<file path="src/rtl/sat_pkg.sv">
// +-------------------------------------------------------------------------+
// | sat_pkg : shared math helpers, state encodings and mask layout, rev 1.0  |
// +-------------------------------------------------------------------------+
`default_nettype none

package sat_pkg;

   // Ceiling log2, never below 1 so it can size a port directly.
   function automatic int log2c(input int v);
      int r;
      r = 1;
      for (int i = 1; i < 31; i++) begin
         if ((1 << i) < v) r = i + 1;
      end
      return r;
   endfunction

   function automatic int log2f(input int v);
      int r;
      r = 0;
      for (int i = 0; i < 31; i++) begin
         if ((1 << i) <= v) r = i;
      end
      return r;
   endfunction

   typedef enum logic [1:0] {
      LOAD = 2'd0,
      DONE = 2'd1,
      ERR  = 2'd2
   } state_t;

   // Clause i occupies bits [mask_lsb(i, N) +: N] of each packed mask.
   function automatic int mask_lsb(input int clause, input int stride);
      return clause * stride;
   endfunction

endpackage

`default_nettype wire

</file>
<file path="src/rtl/lit_decoder.sv">
// +-------------------------------------------------------------------------+
// | lit_decoder : one-hot decode of a variable index with range flag, rev 1.0 |
// +-------------------------------------------------------------------------+
`default_nettype none

module lit_decoder
   import sat_pkg::*;
#(
   parameter int N  = 32,
   parameter int VW = log2c(N)
) (
   input  logic [VW-1:0] var_idx,
   output logic [N-1:0]  onehot,
   output logic          out_of_range
);

   // Compare rather than index so a non-power-of-two N never selects past the vector.
   always_comb begin
      out_of_range = (32'(var_idx) >= 32'(N));
      onehot       = '0;
      for (int i = 0; i < N; i++) begin
         if (32'(var_idx) == 32'(i)) onehot[i] = 1'b1;
      end
   end

endmodule

`default_nettype wire

</file>
<file path="src/rtl/cnf_loader.sv">
// +-------------------------------------------------------------------------+
// | cnf_loader : streams CNF literals into per-clause pos/neg masks, rev 1.0 |
// +-------------------------------------------------------------------------+
`default_nettype none

module cnf_loader
   import sat_pkg::*;
#(
   parameter int N  = 32,
   parameter int M  = 4,
   parameter int K  = 3,
   parameter int VW = log2c(N)
) (
   input  logic                 clk,
   input  logic                 reset,
   input  logic                 clear,
   input  logic                 lit_valid,
   output logic                 lit_ready,
   input  logic [VW-1:0]        lit_var,
   input  logic                 lit_neg,
   input  logic                 lit_eoc,
   input  logic                 lit_eof,
   output logic [N*M-1:0]       pos_mask,
   output logic [N*M-1:0]       neg_mask,
   output logic [M-1:0]         clause_valid,
   output logic [log2c(M):0]    clause_count,
   output logic                 loaded,
   output logic                 error
);

   localparam int CW = log2c(M) + 1;
   localparam int LW = log2c(K + 1);

   state_t          state;
   logic [CW-1:0]   cur;
   logic [LW-1:0]   lit_cnt;
   logic [N-1:0]    onehot;
   logic            oor;
   logic            accept;
   logic            close;
   logic            bad;
   logic [M-1:0]    clause_sel;

   lit_decoder #(.N(N), .VW(VW)) u_dec (
      .var_idx      (lit_var),
      .onehot       (onehot),
      .out_of_range (oor)
   );

   assign lit_ready    = (state == LOAD) & ~clear;
   assign accept       = lit_valid & lit_ready;
   assign close        = lit_eoc | lit_eof;
   assign bad          = oor | (lit_cnt == LW'(K)) | (cur == CW'(M));
   assign clause_count = cur;

   // cur == M leaves every enable low, so an overflow beat can never write a slot.
   always_comb begin
      clause_sel = '0;
      for (int i = 0; i < M; i++) begin
         clause_sel[i] = (cur == CW'(i));
      end
   end

   always_ff @(posedge clk) begin
      if (reset | clear) begin
         state        <= LOAD;
         pos_mask     <= '0;
         neg_mask     <= '0;
         clause_valid <= '0;
         cur          <= '0;
         lit_cnt      <= '0;
         loaded       <= 1'b0;
         error        <= 1'b0;
      end else if (accept) begin
         if (bad) begin
            state <= ERR;
            error <= 1'b1;
         end else begin
            for (int i = 0; i < M; i++) begin
               if (clause_sel[i]) begin
                  if (lit_neg)
                     neg_mask[mask_lsb(i, N) +: N] <= neg_mask[mask_lsb(i, N) +: N] | onehot;
                  else
                     pos_mask[mask_lsb(i, N) +: N] <= pos_mask[mask_lsb(i, N) +: N] | onehot;
               end
            end
            if (close) begin
               clause_valid <= clause_valid | clause_sel;
               cur          <= cur + 1'b1;
               lit_cnt      <= '0;
            end else begin
               lit_cnt <= lit_cnt + 1'b1;
            end
            if (lit_eof) begin
               state  <= DONE;
               loaded <= 1'b1;
            end
         end
      end
   end

endmodule

`default_nettype wire

</file>
<file path="config.mk">
export PLATFORM = sky130hd
export DESIGN_NAME = cnf_loader
export DESIGN_NICKNAME = d
export VERILOG_FILES = /design/src/rtl/sat_pkg.sv /design/src/rtl/lit_decoder.sv /design/src/rtl/cnf_loader.sv
export SDC_FILE = /design/constraint.sdc
export NUM_CORES = 1
export LEC_CHECK = 0
export BUFFER_PORTS_ARGS = -buffer_cell sky130_fd_sc_hd__buf_4
export CORE_MARGIN = 2
export CORE_UTILIZATION = 52
export DETAILED_ROUTE_END_ITERATION = 8
export GPL_ROUTABILITY_DRIVEN = 0
export PLACE_DENSITY_LB_ADDON = 0.3
export SETUP_SLACK_MARGIN = 0.3
export SLEW_MARGIN = 20
export SYNTH_ARGS = -nofsm -noshare
export SYNTH_HDL_FRONTEND = slang
export SYNTH_SLANG_ARGS = --single-unit
</file>
<file path="constraint.sdc">
create_clock -name clk -period 2.59 [get_ports clk]
set_input_delay 0.518 -clock clk [delete_from_list [all_inputs] [get_ports clk]]
set_output_delay 0.518 -clock clk [all_outputs]
set_load 0.01 [all_outputs]
</file>
==> flow_summary.toml <==
[synthesis]
synthesis.nets = 1060
synth_seq_area_share = 0.5408
synth_edf_count = 0
avgSynthCellArea_um2 = 9.556
synthMuxAreaShare = 0.002011
synth.cell_area_um2 = 9957
ys.warnings.count = 0
synth_seq_cells = 269
synth-xor-area-share = 0
synth.distinct_cells = 39
synth-compound-area-share = 0.2185
syn_inst = 1042
yosys.area_share.simple = 0.1641
synth_adder_area_share = 0.007540
synth_top_family_by_area = "compound AO/OA/AOI/OAI gates"
synth_top_flop_cell = "dfxtp_1"
async_reset_ff_frac = 0

[flow_run]
drv_cap = 0

[critical_path]
crit_top_cell = "buf_12"
slowest_delay_ns = 0.41
cp_slowest_cell = "dfxtp_1"
cp_data_required_time_ns = 3.04
path_max_fanout = 65
critical_path.top_delay_family = "buffers and inverters"
critPathArrivalTime_ns = 2.54
critPathBufInv = 3
critPathKind = "reg2reg"
endpoint_kind = "register"
crit_chain = "inv_1 -> ha_1 -> a21oi_4 -> buf_12 -> buf_12 -> a41oi_1 -> nor2_1"
start_kind = "register"

[timing]
period_needed_ns = 2.093
drv_slew = 0
clock.fmax_mhz = 477.7
worstMarginPinSlew_ns = 0.8549
hold_viol = 0
fin_skew_ns = 0.01270
rsz0062_at_grt = "no"
fin_crit_sh = 0.8083
finalSetupViolCount = 0
relSlewSlack = 0.4301
tns_ns = 0

[cells_and_area]
fin_nets = 1269
final_cells = 1503
n_antenna_cell = 0
drive_gt1_frac = 0.3089
final_common_cell = "buf_4"
synthToLayoutAreaGrowth_pct = 34.86
mostFrequentLayoutCells = "305 x buf_4, 269 x dfxtp_1, 216 x nor2_1, 211 x a41oi_1, 40 x nand2_1"

[power]
vdd_drop_max_mv = 0.5621
p_leak_nw = 5.222
p_per_area_nw_per_um2 = 659.8

[grt]
grt_start_max_net_pins = 70
grt_pass1_wl_um = 50260
grt.overflow.total = 0
globalRouteTotalUtil = 0.3112
antenna_found_initial = 0
grt_pass1_vias = 8879

[die]
start_util = 0.5305
die_w_um = 142.4
io_pins = 278
rows = 50
die_h_um = 142.4
core_um2 = 18770
fp.dieArea_um2 = 20270

[cts]
clk_pin_slew_worst_paths_ns = 0.06
root_buffer = "clkbuf_16"
cts_setup_buffers = 0
cts_buffer_depth = 3
clk_latency_ns = 0.53
cts_tree = "yes"
cts_htree_levels = 1
cts_made_buffers = 27
postCtsHoldBufs = 0
clock_sinks = 269
cts-resized-gates = 0

[routing]
dr.pass1.iters = 5
routed_wl_um = 32810
drtAntennaViolNets = 0
initialDrtViolationCount = 688
wl_per_cell_um = 21.83
viasPerCell = 6.373
drc = 0
vias = 9578

[place]
placedCellCount = 1456
dp_hpwl_um = 20680
port_buffers = 277

[status]
status = "finished clean"

[hold_path]
hold_class = "in2reg"
-- worst reg2reg max path, delay by kind of cell, from the launching register on --
kind,cells,cell delay (ns)
compound gates,2,0.42
fa+ha+maj,1,0.33
buf+inv,3,0.71
flops,1,0.41
simple gates,1,0.15
-- layer usage --
metal	global-route usage	wire length, um	share of wire
met4	0.1365	1583	0.048
met5	0	0	0
met3	0.07638	3163	0.096
met1	0.4039	13120	0.40
met2	0.4950	14950	0.46
-- through the flow --
stage          power (mW)  cell area (um^2)  worst slack [ns]  utilization  hold slack, ns
2_1_floorplan       4.486              9957            0.5986            -          0.4533
3_3_place_gp        4.643             12440            0.6291       0.6629          0.4342
3_5_place_dp        4.645             12440            0.5864       0.6629          0.4369
4_1_cts             8.895             13430            0.5230       0.7155          0.2545
5_1_grt             9.078             13430            0.3589       0.7155          0.2853
6_report            8.860             13430            0.4966       0.7155          0.2627
-- final cells by class --
type,count,area (um^2)
Timing Repair Buffer,320,2590
Clock inverter,10,202.7
Clock buffer,37,783.3
Sequential cell,269,5385
Tap cell,234,292.8
Fill cell,1394,5340
Multi-Input combinational cell,612,4095
Inverter,21,78.83
-- cells by family after synthesis --
logic type / Yosys count
and+or+nand+nor: 333
AOI/OAI and AO/OA: 271
DFF: 269
buffers and inverters: 161
adders and majority gates: 6
muxes: 2
-- cells in the mapped netlist, types with 5 or more instances --
cell type / count / area [um^2]
a21oi_1: 19 / 95.09
a41oi_1: 211 / 1848
and4b_1: 7 / 70.07
buf_1: 8 / 30.03
buf_2: 47 / 235.2
clkbuf_1: 84 / 315.3
dfxtp_1: 269 / 5385
ha_1: 6 / 75.07
inv_1: 21 / 78.83
nand2_1: 40 / 150.1
nand3_1: 8 / 40.04
nand4_1: 20 / 125.1
nor2_1: 217 / 814.5
nor2b_1: 5 / 31.28
nor4b_2: 6 / 90.09
nor4bb_1: 10 / 100.1
o21ai_0: 31 / 155.2
-- where the power goes --
group          switching, mW  total, mW  internal (mW)
logic                  0.303      0.419          0.115
clock network           1.60       4.30           2.70
registers            0.00380       4.14           4.14
-- sequential cells by signal, summed over array words and instances (netlist names) --
signal	cells
loaded	1
error	1
state	2
pos_mask	128
lit_cnt	2
clause_valid	4
clause_count	3
neg_mask	128
-- path summary, 6_finish.rpt --
path                            cells after the start                   endpoint                          from  slack [ns]
worst max-delay path                                7  pos_mask[23]$_SDFFE_PP0P_  clause_count[0]$_SDFFE_PP0P_        0.50
worst min-delay path                                3        loaded$_SDFFE_PP0P_                       lit_eof        0.26
worst max register to register                      7  pos_mask[23]$_SDFFE_PP0P_  clause_count[0]$_SDFFE_PP0P_        0.50
worst min register to register                      2  pos_mask[88]$_SDFFE_PP0P_     pos_mask[88]$_SDFFE_PP0P_        0.45
Power figures use the tool's default switching activity.
